### src/rtl/divider_port_pkg.sv
// Shared constants, bus payload and state types for the divider port-bus initiator.
package divider_port_pkg;

    localparam int unsigned DATA_W = 8;

    localparam logic [DATA_W-1:0] PORT_X    = 8'h00;
    localparam logic [DATA_W-1:0] PORT_Y    = 8'h01;
    localparam logic [DATA_W-1:0] PORT_BTN  = 8'h03;
    localparam logic [DATA_W-1:0] PORT_QUO  = 8'h00;
    localparam logic [DATA_W-1:0] PORT_REM  = 8'h02;
    localparam logic [DATA_W-1:0] PORT_STAT = 8'h01;

    // Status byte layout {4'b0, Qd, Qc, Qi, Done}
    localparam logic [DATA_W-1:0] INI = 8'h02;
    localparam logic [DATA_W-1:0] CMP = 8'h04;
    localparam logic [DATA_W-1:0] DON = 8'h09;

    localparam int unsigned BTN_START = 1;
    localparam int unsigned BTN_ACK   = 0;

    typedef enum logic [1:0] {
        BUS_READ,
        BUS_WRITE,
        BUS_KWRITE
    } bus_kind_e;

    typedef enum logic [1:0] {
        PH_IDLE,
        PH_SETUP,
        PH_STROBE
    } bus_phase_e;

    typedef enum logic [3:0] {
        ST_RST_ENTRY,
        ST_INITIAL,
        ST_RD_X,
        ST_RD_Y,
        ST_WR_CMP,
        ST_COMPUTE,
        ST_WR_QUO,
        ST_WR_REM,
        ST_WR_DON,
        ST_DONE
    } main_state_e;

    typedef struct packed {
        bus_kind_e          kind;
        logic [DATA_W-1:0]  addr;
        logic [DATA_W-1:0]  wdata;
    } bus_req_t;

endpackage

### src/rtl/port_bus_sequencer.sv
// Runs one 2-cycle port transaction (setup, strobe); accepts the next request
// during the strobe cycle so transactions can run back to back.
module port_bus_sequencer
    import divider_port_pkg::*;
(
    input  logic              board_clk,
    input  logic              Reset,
    input  logic              req,
    input  bus_req_t          txn,
    input  logic [DATA_W-1:0] in_port,
    output logic              idle_c,
    output logic              done_c,
    output logic [DATA_W-1:0] rdata_c,
    output logic [DATA_W-1:0] port_id,
    output logic [DATA_W-1:0] out_port,
    output logic              read_strobe,
    output logic              write_strobe,
    output logic              k_write_strobe
);

    bus_phase_e        phase, phase_d;
    bus_kind_e         kind_q, kind_d;
    logic [DATA_W-1:0] port_id_d, out_port_d;
    logic              rs_d, ws_d, ks_d;

    // Registered bus outputs; async reset drops any strobe in flight
    always_ff @(posedge board_clk or posedge Reset) begin
        if (Reset) begin
            phase          <= PH_IDLE;
            kind_q         <= BUS_READ;
            port_id        <= '0;
            out_port       <= '0;
            read_strobe    <= 1'b0;
            write_strobe   <= 1'b0;
            k_write_strobe <= 1'b0;
        end else begin
            phase          <= phase_d;
            kind_q         <= kind_d;
            port_id        <= port_id_d;
            out_port       <= out_port_d;
            read_strobe    <= rs_d;
            write_strobe   <= ws_d;
            k_write_strobe <= ks_d;
        end
    end

    always_comb begin
        phase_d    = phase;
        kind_d     = kind_q;
        port_id_d  = port_id;
        out_port_d = out_port;
        rs_d       = 1'b0;
        ws_d       = 1'b0;
        ks_d       = 1'b0;
        case (phase)
            PH_SETUP: begin
                phase_d = PH_STROBE;
                rs_d    = (kind_q == BUS_READ);
                ws_d    = (kind_q == BUS_WRITE);
                ks_d    = (kind_q == BUS_KWRITE);
            end
            default: begin
                if (req) begin
                    phase_d   = PH_SETUP;
                    kind_d    = txn.kind;
                    port_id_d = txn.addr;
                    if (txn.kind != BUS_READ) out_port_d = txn.wdata;
                end else begin
                    phase_d = PH_IDLE;
                end
            end
        endcase
    end

    assign idle_c  = (phase == PH_IDLE);
    assign done_c  = (phase == PH_STROBE);
    assign rdata_c = in_port;

endmodule

### src/rtl/divider_8_port_master.sv
// Port-bus initiator for the 8-bit divider board: polls Start/Ack, reads X/Y,
// divides by repeated subtraction and writes results. Option: DIV_ZERO_GUARD_EN.
module divider_8_port_master
    import divider_port_pkg::*;
(
    input  logic              board_clk,
    input  logic              Reset,
    output logic [DATA_W-1:0] port_id,
    output logic [DATA_W-1:0] out_port,
    output logic              write_strobe,
    output logic              k_write_strobe,
    output logic              read_strobe,
    input  logic [DATA_W-1:0] in_port
);

    main_state_e       state, next_state;
    logic [DATA_W-1:0] y, q, r;
    logic              load_r, load_y, step;
    logic              req;
    bus_req_t          txn;
    logic              seq_idle_c, seq_done_c;
    logic [DATA_W-1:0] rdata_c;

    port_bus_sequencer u_seq (
        .board_clk      (board_clk),
        .Reset          (Reset),
        .req            (req),
        .txn            (txn),
        .in_port        (in_port),
        .idle_c         (seq_idle_c),
        .done_c         (seq_done_c),
        .rdata_c        (rdata_c),
        .port_id        (port_id),
        .out_port       (out_port),
        .read_strobe    (read_strobe),
        .write_strobe   (write_strobe),
        .k_write_strobe (k_write_strobe)
    );

    always_ff @(posedge board_clk or posedge Reset) begin
        if (Reset) state <= ST_RST_ENTRY;
        else       state <= next_state;
    end

    // Next state plus the request for the transaction of the state being entered
    always_comb begin
        next_state = state;
        load_r     = 1'b0;
        load_y     = 1'b0;
        step       = 1'b0;
        req        = 1'b0;
        txn        = '{kind: BUS_READ, addr: PORT_BTN, wdata: '0};
        case (state)
            ST_RST_ENTRY: if (seq_done_c) next_state = ST_INITIAL;
            ST_INITIAL:   if (seq_done_c && rdata_c[BTN_START]) next_state = ST_RD_X;
            ST_RD_X: if (seq_done_c) begin
                load_r     = 1'b1;
                next_state = ST_RD_Y;
            end
            ST_RD_Y: if (seq_done_c) begin
                load_y     = 1'b1;
                next_state = ST_WR_CMP;
            end
            ST_WR_CMP: if (seq_done_c) begin
`ifdef DIV_ZERO_GUARD_EN
                next_state = (y == '0) ? ST_WR_QUO : ST_COMPUTE;
`else
                next_state = ST_COMPUTE;
`endif
            end
            ST_COMPUTE: begin
                if (r >= y) step = 1'b1;
                else        next_state = ST_WR_QUO;
            end
            ST_WR_QUO: if (seq_done_c) next_state = ST_WR_REM;
            ST_WR_REM: if (seq_done_c) next_state = ST_WR_DON;
            ST_WR_DON: if (seq_done_c) next_state = ST_DONE;
            ST_DONE:   if (seq_done_c && rdata_c[BTN_ACK]) next_state = ST_RST_ENTRY;
            default:   next_state = ST_RST_ENTRY;
        endcase

        req = (seq_idle_c || seq_done_c) && (next_state != ST_COMPUTE);
        case (next_state)
            ST_RST_ENTRY: txn = '{kind: BUS_KWRITE, addr: PORT_STAT, wdata: INI};
            ST_RD_X:      txn = '{kind: BUS_READ,   addr: PORT_X,    wdata: '0};
            ST_RD_Y:      txn = '{kind: BUS_READ,   addr: PORT_Y,    wdata: '0};
            ST_WR_CMP:    txn = '{kind: BUS_KWRITE, addr: PORT_STAT, wdata: CMP};
            ST_WR_QUO:    txn = '{kind: BUS_WRITE,  addr: PORT_QUO,  wdata: q};
            ST_WR_REM:    txn = '{kind: BUS_WRITE,  addr: PORT_REM,  wdata: r};
            ST_WR_DON:    txn = '{kind: BUS_KWRITE, addr: PORT_STAT, wdata: DON};
            default:      txn = '{kind: BUS_READ,   addr: PORT_BTN,  wdata: '0};
        endcase
    end

    // Operand and result registers; R is loaded straight from X
    always_ff @(posedge board_clk or posedge Reset) begin
        if (Reset) begin
            y <= '0;
            q <= '0;
            r <= '0;
        end else begin
            if (load_r) begin
                r <= rdata_c;
                q <= '0;
            end
            if (load_y) begin
                y <= rdata_c;
`ifdef DIV_ZERO_GUARD_EN
                if (rdata_c == '0) q <= 8'hFF;
`endif
            end
            if (step) begin
                r <= r - y;
                q <= q + 8'd1;
            end
        end
    end

endmodule

### config.mk
export PLATFORM = sky130hd
export DESIGN_NAME = divider_8_port_master
export DESIGN_NICKNAME = d
export VERILOG_FILES = /design/src/rtl/divider_port_pkg.sv /design/src/rtl/port_bus_sequencer.sv /design/src/rtl/divider_8_port_master.sv
export SDC_FILE = /design/constraint.sdc
export NUM_CORES = 1
export LEC_CHECK = 0
export ABC_AREA = 0
export ABC_CLOCK_PERIOD_IN_PS = 3300
export BUFFER_PORTS_ARGS = -buffer_cell sky130_fd_sc_hd__clkbuf_2
export CORE_MARGIN = 10
export CORE_UTILIZATION = 50
export DETAILED_ROUTE_END_ITERATION = 8
export GPL_ROUTABILITY_DRIVEN = 0
export PLACE_DENSITY_LB_ADDON = 0.2
export SLEW_MARGIN = 20
export SYNTH_ARGS = -nofsm -noshare
export SYNTH_HDL_FRONTEND = slang
export SYNTH_SLANG_ARGS = --single-unit
### constraint.sdc
create_clock -name board_clk -period 3.3 [get_ports board_clk]
set_input_delay 0.66 -clock board_clk [delete_from_list [all_inputs] [get_ports board_clk]]
set_output_delay 0.66 -clock board_clk [all_outputs]
set_load 0.03 [all_outputs]
# [After elaboration in Yosys (flattened, before gate mapping)]
# Cells that the tools add are included.
[word_totals] in_bits=10 reg_bits=51 n_memories=0 rom_bits=0 out_inout_bits=19 word_cells=73 ram_bits=0 latchBits=0
[op_classes] n_div=0 n_addsub=2 multipliers=0 reduce_logical=12 shifts=0 mux=26 magnitude_cmp=1 n_bitwise=1 eq_ne=20
[ops] op="18-bit one-hot mux with 7 select lines" n=1
[ops] op="4-bit two-way mux" n=10
[ops] op="4-bit one-hot mux with 10 select lines" n=1
[ops] op="8-bit two-way mux" n=4
[ops] op="4-bit by 3-bit equality test with 1-bit output (second input constant)" n=7
[ops] op="4-bit by 2-bit equality test with 1-bit output (second input constant)" n=4
[ops] op="4-bit equality test (second input constant)" n=3
[ops] op="1-bit two-way mux" n=9
[ops] op="8-bit by 1-bit adder with 8-bit output (second input constant)" n=1
[ops] op="8-bit >= comparator" n=1
[ops] op="4-bit zero test" n=2
[ops] op="8-bit subtractor" n=1
[ops] op="2-bit by 1-bit equality test with 1-bit output (second input constant)" n=2
[ops] op="2-bit equality test (second input constant)" n=2
[ops] op="4-bit by 1-bit equality test with 1-bit output (second input constant)" n=1
[ops] op="2-bit zero test" n=2
[ops] op="4-bit by 3-bit inequality test with 1-bit output (second input constant)" n=1
[ops] op="2-bit nonzero test" n=2
[ops] op="1-bit logical AND" n=3
[ops] op="3-bit AND reduction" n=1
[ops] op="2-bit two-way mux" n=1
[ops] op="2-bit AND reduction" n=1
[ops] op="1-bit logical OR" n=1
[ops] op="1-bit inverter" n=1

# [Depth between registers and ports, before layout]
# Gate-level depths: netlist (run 1).
[depth] word_depth=8 ltp_mapped=12 mapped_depth_nobuf=11

# [Hierarchy]
# Synthesis (run 1) repeated with hierarchy kept, for this count alone.
[hier_totals] cells_unflattened=274 area_unflattened_um2=2917.8
[modules_own_cells] module="divider_8_port_master" seq_area_each_um2=700.7 area_per_inst_um2=1946.9 cells_each=213 instances=1
[modules_own_cells] module="port_bus_sequencer" seq_area_each_um2=575.6 area_per_inst_um2=970.9 cells_each=61 instances=1

# [Least setup slack after synthesis (run 1)]
# Ideal clock, no wire load.
[synth_path] path_type="register to register" start="reg r[0]" end="reg u_seq.out_port[7]" n_path_buf=1 setup_slack_ns=0.662 arrival_time_ns=2.512 stages_incl_launch_ff=13 period_less_slack_ns=2.638 required_ns=3.175 setup_time_ns=0.125 path_cell_list="dfrtp_1 inv_1 ha_1 fa_1 nand2b_1 o2bb2ai_2 a211oi_1 nor3_4 and2_1 buf_6 inv_4 o31ai_4 mux2_4"
[synth_between] elab_chain_len=7 elab_cells_between_ends=15 cone_classes="order compare: 1; eq/ne: 7; mux: 3; reduce/logical: 4"
[synth_lines] item="from (decl)" line_no="divider_8_port_master.sv:17" rtl="logic [DATA_W-1:0] y, q, r;"
[synth_lines] item="from (signal assigned)" line_no="divider_8_port_master.sv:103" rtl="r <= rdata_c;"
[synth_lines] item="from (signal assigned)" line_no="divider_8_port_master.sv:113" rtl="r <= r - y;"
[synth_lines] item="8-bit >= comparator *" line_no="divider_8_port_master.sv:72" rtl="if (r >= y) step = 1'b1;"
[synth_lines] item="4-bit two-way mux *" line_no="divider_8_port_master.sv:72"
[synth_lines] item="4-bit one-hot mux with 10 select lines *" line_no="divider_8_port_master.sv:53" rtl="case (state)"
[synth_lines] item="named net next_state[0]" line_no="divider_8_port_master.sv:16" rtl="main_state_e state, next_state;"
[synth_lines] item="4-bit equality test (tied with other cells)" line_no="divider_8_port_master.sv:83" rtl="case (next_state)"
[synth_lines] item="18-bit one-hot mux with 7 select lines" line_no="divider_8_port_master.sv:83"
[synth_lines] item="2-bit nonzero test" line_no="port_bus_sequencer.sv:67" rtl="if (txn.kind != BUS_READ) out_port_d = txn.wdata;"
[synth_lines] item="3-bit AND reduction (no source line)"
[synth_lines] item="to (signal assigned)" line_no="port_bus_sequencer.sv:40" rtl="out_port <= out_port_d;"
[synth_lines] item="to (decl)" line_no="port_bus_sequencer.sv:15" rtl="output logic [DATA_W-1:0] out_port,"
# Mark *: on every way through the listed nets, which the timed path passes. The rest lies on a longest branch.
# A chain may end at the register's enable or synchronous reset.

# [Worst setup path after layout (run 1)]
# Same ends and word-level chain as after synthesis.

==> impl_metrics.toml, run 1 <==
[detailed_routing]
routedWlPerCell_um = 15.6
drtPass1Iterations = 4
drtIter0Drc = 97
ant_nets = 0
vias_per_cell = 5.46
vias = 1955
remaining_drc_errors = 0
wirelength_um = 5570

[logic_synthesis]
yosys_warnings = 0
synth_edf_count = 0
syn_area_um2 = 2580
synth_cells = 267
synth_top_area_share_pct = 43.6
synthTopCellsByArea = "dfrtp_1 (44%), ha_1 (4.4%), nand2_1 (4.2%)"
synth_common_cells = "dfrtp_1 (45), nand2_1 (29)"
syn_avg_cell_area_um2 = 9.68
ys.flop_type = "dfrtp_1"
synth_cell_types = 56
seq_area_frac_synth_pct = 43.6
synth.most_common_cell = "dfrtp_1"
synth_top_cell_by_area = "dfrtp_1"
synthArstFlopShare_pct = 100
synth-seq-cells = 45

[cts]
clk_pin_slew_worst_paths_ns = 0.10
h-tree-depth = 2
clockRootBuffer = "clkbuf_8"
clk-insertion-delay-late_ns = 0.31
cts_num_sinks = 45
hold_buffers = 0
cts_tree = "yes"
clockBufferDepth = 2
postCtsResizedCells = 0
numCtsBuffers = 5
post-cts-setup-buffers = 0

[setup_path]
critPathLaunchType = "flop"
critPathRequiredTime_ns = 3.49
critPathKind = "reg -> reg"
critPathArrivalTime_ns = 3.16
critPathCaptureType = "flop"
cp_max_fo = 9

[die]
num_rows = 26
core-area_um2 = 5070
die-area_um2 = 8440
die_h_um = 91.9
start_util_pct = 50.9
die_w_um = 91.9
ioPinCount = 29

[cells_and_area]
insertedDiodeCount = 0
multi_input_comb_area_um2 = 1300
n_fill_cell = 473
register_area_um2 = 1130
nNetsFinal = 307
drive_gt1_share_pct = 18.4
area_delta_synth_final_pct = 8.47

[min_path]
worst_hold_path_type = "reg -> reg"

[outcome]
outcome = "complete, no violations"

[sta]
min_period_ns = 2.97
finalCritPeriodShare_pct = 89.9
slew_violations = 0
fin_hold_ws_ns = 0.441
relSlewSlack_pct = 38.5
worstMarginPinSlew_ns = 0.922
finalHoldViolations = 0
finClkSkew_ns = 0.0126
setup_tns_ns = 0
fmax_mhz = 337
finalSetupViolCount = 0
rsz0062_at_grt = "no"

[grt]
track_usage_pct = 14.0
grt_max_degree = 46
grt_pass1_wl_um = 9810
grt_pass1_vias = 2064
grt_antenna_before_repair = 0
grt-ovfl-total = 0

[pwr]
seq_power_share_pct = 31.4
p_int_mw = 1.75
peakVddDrop_mv = 0.536
power.density_nw_per_um2 = 1160
power_frac_comb_pct = 57.2
p_leak_nw = 1.27
p_sw_share_pct = 46.1
power_switching_mw = 1.50
p_clk_share_pct = 11.4

[placement]
io_buffers = 22
dp_hpwl_um = 4060

[run]
max_cap_viol_count = 0
-- stage by stage --
step | cells | instance area [µm²] | utilization, % | power, mW | setup WS, ns
5_1_grt | 358 | 2800 | 55.2 | 3.54 | 0.0637
6_report | 358 | 2800 | 55.2 | 3.25 | 0.333
4_1_cts | 358 | 2800 | 55.2 | 3.27 | 0.307
3_5_place_dp | 350 | 2710 | 53.4 | 2.88 | 0.348
2_1_floorplan | 272 | 2600 | - | 2.52 | 0.662
3_3_place_gp | 350 | 2710 | 53.4 | 2.86 | 0.438
-- power by group through the flow --
stage	combinational, mW	sequential [mW]	clock [mW]
2_1_floorplan	1.45	1.07	0
3_3_place_gp	1.83	1.03	0
3_5_place_dp	1.85	1.03	0
4_1_cts	1.87	1.02	0.381
5_1_grt	2.08	1.06	0.405
6_report	1.86	1.02	0.370
-- cells by family (layout without fill, tap and decap cells) --
family | count (synthesis) | count (layout) | share of synthesized area [%]
adders and majority gates | 10 | 10 | 5.13
AOI/OAI and AO/OA | 70 | 70 | 19.0
DFF | 45 | 45 | 43.6
muxes | 9 | 9 | 4.07
other | 1 | 6 | 0.145
xor gates and xnor gates | 9 | 9 | 3.05
buffers and inverters | 34 | 50 | 6.97
and+or+nand+nor | 89 | 89 | 18.1
-- state kept, by name, indices dropped and copies added (netlist names) --
register and cells:
u_seq.out_port 8, u_seq.phase 2, u_seq.write_strobe 1, u_seq.k_write_strobe 1, u_seq.kind_q 2, y 8
r 8, state 4, u_seq.read_strobe 1, q 8, u_seq.port_id 2
-- layer usage --
metal	wire length, µm	part of all wire [%]	global-route usage (%)	up-vias
met5	0	0	0	-
met4	107	1.9	5.78	0
met3	190	3.4	3.26	9
met2	2720	49	23.1	28
met1	2550	46	17.2	945
li1	-	-	-	973
-- critical path, stage by stage, from the launching register on --
cell	delay [ns]
dfrtp_1	0.41
inv_1	0.06
ha_1	0.18
fa_1	0.20
nand2b_1	0.15
o2bb2ai_2	0.16
a211oi_1	0.17
nor3_4	0.35
and2_1	0.35
inv_4	0.08
o31ai_4	0.40
mux2_4	0.34
-- layout make-up --
class / instances / share of cell area, %
Sequential cell: 45 / 40.2
Timing Repair Buffer: 25 / 4.73
Multi-Input combinational cell: 193 / 46.2
Clock buffer: 5 / 2.46
Tap cell: 70 / 3.12
Inverter: 17 / 2.37
Clock inverter: 3 / 0.893
-- layout by cell type, fill, tap and decap left out, types with 5 or more instances in the layout --
master	count
a21oi_1	16
a221o_1	5
clkbuf_2	22
clkbuf_8	5
conb_1	6
dfrtp_1	45
ha_1	9
inv_1	15
mux2_2	8
nand2_1	29
nand2b_1	6
nand3_1	10
nor2_1	16
nor3_1	6
o21ai_0	16
xnor2_1	5
-- path summary, 6_finish.rpt --
check	startpoint	depth (start not counted)	slack [ns]	to
hold reg to reg	u_seq.kind_q[0]	1	0.44	u_seq.read_strobe
hold / removal	u_seq.kind_q[0]	1	0.44	u_seq.read_strobe
setup reg to reg	r[0]	11	0.33	u_seq.out_port[7]
min in group asynchronous	Reset	2	0.54	q[3]
max in group asynchronous	Reset	2	2.19	u_seq.out_port[0]
setup / recovery	r[0]	11	0.33	u_seq.out_port[7]
(Power assumes the default switching activity.)
==> run 2, diff against run 1 <==
--- a/config.mk
+++ b/config.mk
@@ -8,6 +8,7 @@
 export ABC_AREA = 0
 export ABC_CLOCK_PERIOD_IN_PS = 3300
 export BUFFER_PORTS_ARGS = -buffer_cell sky130_fd_sc_hd__clkbuf_2
+export CORE_ASPECT_RATIO = 2
 export CORE_MARGIN = 10
 export CORE_UTILIZATION = 50
 export DETAILED_ROUTE_END_ITERATION = 8
==> run 2 against run 1 <==
Clock power decreased by 5.7%. Combinational power increased by 3%. Clock skew down 0.0015 ns. Die area increased by 2.1%. Final area down 0.40%. Via count rose by 3.0%. Flip-flop and latch count unchanged. Sequential power is essentially flat. Fmax grew 0.47%. Cell count is 3.1% lower. Largest power group unchanged. First-iteration DRC count is 52% higher. Clock-buffer cell count is the same.
==> impl_metrics.toml, run 2 (same netlist as run 1, synthesis figures left out) <==
[cells_and_area]
fin_area_um2 = 2790
insertedDiodeCount = 0
drive_gt1_share_pct = 18.3
final_common_cell = "dfrtp_1"
layout_common_cells = "dfrtp_1 (45), nand2_1 (29), clkbuf_2 (22)"
nNetsFinal = 308
area_delta_synth_final_pct = 8.04
n_fill_cell = 508

[setup_path]
reg2regPathDepth = 11
critPathCaptureType = "flop"
r2r-end = "u_seq.out_port[7]"
rrSetupSlack_ns = 0.35
critPathLaunchType = "flop"
critPathArrivalTime_ns = 3.15
critPathKind = "reg -> reg"
r2r-start = "r[0]"
cp_max_fo = 9
critPathRequiredTime_ns = 3.49

[die]
die_h_um = 122
core-area_um2 = 5090
die-area_um2 = 8620
num_rows = 37
ioPinCount = 29
start_util_pct = 50.7
die_w_um = 70.8

[grt]
grt-ovfl-total = 0
grt_pass1_vias = 2093
track_usage_pct = 14.7
grt_pass1_wl_um = 10100
grt_antenna_before_repair = 0
grt_max_degree = 25

[detailed_routing]
drtPass1Iterations = 4
vias_per_cell = 5.80
routed.top_layer = "met4"
ant_nets = 0
drtIter0Drc = 147
routedWlPerCell_um = 17.4
remaining_drc_errors = 0
wl_met3_um = 199
wl_met1_um = 2190
vias = 2014
route.met2.wl_um = 3410
wirelength_um = 6030

[cts]
post-cts-setup-buffers = 0
clockBufferDepth = 2
postCtsResizedCells = 0
cts_tree = "yes"
clockRootBuffer = "clkbuf_8"
cts_num_sinks = 45
numCtsBuffers = 5
hold_buffers = 0
clk-insertion-delay-late_ns = 0.31
h-tree-depth = 2
clk_pin_slew_worst_paths_ns = 0.09

[sta]
rsz0062_at_grt = "no"
finalHoldViolations = 0
finalCritPeriodShare_pct = 89.5
min_period_ns = 2.95
slew_violations = 0
worstMarginPinSlew_ns = 0.828
finClkSkew_ns = 0.0110
fmax_mhz = 339
relSlewSlack_pct = 44.6
setup_tns_ns = 0
finalSetupViolCount = 0

[placement]
placed_area_um2 = 2700
dp_hpwl_um = 4760
io_buffers = 22

[pwr]
p_leak_nw = 1.27
power.density_nw_per_um2 = 1170
peakVddDrop_mv = 0.641

[run]
max_cap_viol_count = 0

[min_path]
worst_hold_path_type = "in -> async"

[outcome]
outcome = "complete, no violations"
run 2: report_power, final:
| part | total (mW) | switching (mW) | internal [mW] |
|---|---|---|---|
| logic | 1.91 | 1.10 | 0.805 |
| registers | 1.01 | 0.214 | 0.796 |
| clock network | 0.349 | 0.198 | 0.150 |
| total | 3.27 | 1.52 | 1.75 |
run 2: metal layers:
| layer | vias up | GRT usage, % |
|---|---|---|
| li1 | 973 | - |
| met1 | 975 | 14.5 |
| met2 | 51 | 27.2 |
| met3 | 15 | 2.93 |
| met4 | 0 | 8.52 |
| met5 | - | 0 |
run 2: worst max path at each step:
stage | from | end | slack (ns) | cells after the start
after global placement | r[0] | u_seq.out_port[7] | 0.43 | 11
after detailed placement | r[0] | u_seq.out_port[7] | 0.38 | 11
after CTS | r[0] | u_seq.out_port[7] | 0.35 | 11
final | r[0] | u_seq.out_port[7] | 0.35 | 11
after global routing | r[0] | u_seq.out_port[7] | 0.12 | 11
after floorplan | r[0] | u_seq.out_port[7] | 0.66 | 12
run 2: critical path: stages, from the launching register on:
cell and delay (ns):
dfrtp_1 0.41, inv_1 0.06, ha_1 0.17, fa_1 0.18
nand2b_1 0.14, o2bb2ai_2 0.16, a211oi_1 0.16, nor3_4 0.35
and2_1 0.36, inv_4 0.08, o31ai_4 0.42, mux2_4 0.33
run 2: per-stage QoR:
| step | hold slack, ns | setup slack [ns] | power [mW] | util (%) | instances |
|---|---|---|---|---|---|
| 2_1_floorplan | 0.412 | 0.662 | 2.52 | - | 272 |
| 5_1_grt | 0.405 | 0.121 | 3.56 | 54.8 | 347 |
| 6_report | 0.368 | 0.347 | 3.27 | 54.8 | 347 |
| 3_3_place_gp | 0.423 | 0.427 | 2.91 | 53.0 | 339 |
| 4_1_cts | 0.375 | 0.349 | 3.31 | 54.8 | 347 |
| 3_5_place_dp | 0.442 | 0.376 | 2.94 | 53.0 | 339 |
run 2: layout make-up:
cell class | count | area [µm²] | area share [%]
clock buffer | 5 | 68.8 | 2.47
clock inverter | 3 | 21.3 | 0.762
inverter | 17 | 66.3 | 2.38
multi-input combinational | 193 | 1300 | 46.4
sequential | 45 | 1130 | 40.3
tap | 58 | 72.6 | 2.60
timing repair buffer | 26 | 140 | 5.02
==> run 3, diff against run 2 <==
--- a/config.mk
+++ b/config.mk
@@ -7,11 +7,11 @@
 export LEC_CHECK = 0
 export ABC_AREA = 0
 export ABC_CLOCK_PERIOD_IN_PS = 3300
-export BUFFER_PORTS_ARGS = -buffer_cell sky130_fd_sc_hd__clkbuf_2
 export CORE_ASPECT_RATIO = 2
 export CORE_MARGIN = 10
 export CORE_UTILIZATION = 50
 export DETAILED_ROUTE_END_ITERATION = 8
+export DONT_BUFFER_PORTS = 1
 export GPL_ROUTABILITY_DRIVEN = 0
 export PLACE_DENSITY_LB_ADDON = 0.2
 export SLEW_MARGIN = 20
==> run 3 against run 2 <==
Critical path depth unchanged. Combinational power down 15%. Die area unchanged. First-iteration DRC count down 6.8%. Critical path type unchanged. Highest routed layer unchanged.
==> impl_metrics.toml, run 3 (same netlist as run 1, synthesis figures left out) <==
[detailed_routing]
vias = 1902
ant_nets = 0
drtIter0Drc = 137
wirelength_um = 5840
routedWlPerCell_um = 18.0
vias_per_cell = 5.87
remaining_drc_errors = 0
drtPass1Iterations = 4

[sta]
finClkSkew_ns = 0.00816
finalCritPeriodShare_pct = 89.6
slew_violations = 0
worstMarginPinSlew_ns = 0.701
rsz0062_at_grt = "no"
relSlewSlack_pct = 53.1
finalSetupViolCount = 0
finalHoldViolations = 0
fmax_mhz = 338
setup_tns_ns = 0
fin_hold_ws_ns = 0.362
min_period_ns = 2.96

[setup_path]
critPathRequiredTime_ns = 3.50
critPathLaunchType = "flop"
reg2regPathDepth = 11
cp_max_fo = 9
critPathCaptureType = "flop"
critPathKind = "reg -> reg"
critPathArrivalTime_ns = 3.15

[pwr]
power.density_nw_per_um2 = 1190
peakVddDrop_mv = 0.801
p_leak_nw = 1.17

[placement]
io_buffers = 0
placedCellCount = 316
placed_area_um2 = 2580
dp_hpwl_um = 4460

[grt]
grt_antenna_before_repair = 0
track_usage_pct = 14.1
grt_max_degree = 46
met1_usage_pct = 13.3
grt-ovfl-total = 0
grt.met2_usage_pct = 26.6
busiest_layer = "met2"
grt_pass1_vias = 2034
use_met3_pct = 3.17
grt_pass1_wl_um = 9780

[cts]
clockBufferDepth = 2
post-cts-setup-buffers = 0
cts_num_sinks = 45
clk_pin_slew_worst_paths_ns = 0.09
cts_tree = "yes"
numCtsBuffers = 5
h-tree-depth = 2
postCtsResizedCells = 0
clk-insertion-delay-late_ns = 0.31
hold_buffers = 0
clockRootBuffer = "clkbuf_8"

[die]
ioPinCount = 29
core-area_um2 = 5090
num_rows = 37
die-area_um2 = 8620
die_w_um = 70.8
start_util_pct = 50.7
die_h_um = 122

[min_path]
worst_hold_path_type = "in -> async"

[outcome]
outcome = "complete, no violations"

[cells_and_area]
area_delta_synth_final_pct = 3.63
final_common_cell = "dfrtp_1"
layout_common_cells = "dfrtp_1 (45), nand2_1 (29), a21oi_1 (16), o21ai_0 (16), nor2_1 (16)"
finalNonFillerCells = 324
nNetsFinal = 285
insertedDiodeCount = 0
drive_gt1_share_pct = 11.3
final_util_pct = 52.6
fin_area_um2 = 2680

[run]
max_cap_viol_count = 0
[run 3: cell count changes in the layout (fill, tap and decap cells not counted), sizes merged]
| cell | change |
|---|---|
| clkinv | -1 |
| clkbuf | -22 |
| inv | +1 |
| buf | -1 |
[run 3: layout make-up]
class | count | area (µm²)
Clock inverter | 3 | 25.0
Timing Repair Buffer | 3 | 22.5
Clock buffer | 5 | 68.8
Sequential cell | 45 | 1130
Inverter | 17 | 66.3
Tap cell | 58 | 72.6
Fill cell | 482 | 2410
Multi-Input combinational cell | 193 | 1300
[run 3: power breakdown]
| part | total (mW) | switching, mW | internal [mW] | leakage (nW) |
|---|---|---|---|---|
| clock network | 0.361 | 0.207 | 0.154 | 0.0452 |
| logic | 1.63 | 0.884 | 0.747 | 0.568 |
| registers | 1.20 | 0.407 | 0.793 | 0.558 |
| total | 3.19 | 1.50 | 1.70 | 1.17 |
[run 3: metal layers]
| layer | routed length [µm] | vias to the layer above |
|---|---|---|
| li1 | - | 925 |
| met1 | 2140 | 929 |
| met2 | 3310 | 35 |
| met3 | 190 | 13 |
| met4 | 208 | 0 |
| met5 | 0 | - |
[run 3: stage by stage]
step	power [mW]	setup WS, ns
floorplan	2.52	0.662
global placement	2.84	0.432
detailed placement	2.85	0.358
CTS	3.22	0.331
global route	3.47	0.0849
finish	3.19	0.344
[run 3: worst paths after layout]
check / start / to / slack, ns
min in group board_clk: u_seq.kind_q[0] / u_seq.read_strobe / 0.44
hold / removal: Reset / u_seq.out_port[2] / 0.36
max in group asynchronous: Reset / q[7] / 2.54
hold reg to reg: u_seq.kind_q[0] / u_seq.read_strobe / 0.44
setup / recovery: r[0] / u_seq.out_port[7] / 0.34
setup reg to reg: r[0] / u_seq.out_port[7] / 0.34
[run 3: critical path, stage by stage, from the launching register on]
cell       delay (ns)
dfrtp_1          0.41
inv_1            0.06
ha_1             0.17
fa_1             0.20
nand2b_1         0.14
o2bb2ai_2        0.16
a211oi_1         0.16
nor3_4           0.36
and2_1           0.35
inv_4            0.08
o31ai_4          0.40
mux2_4           0.33
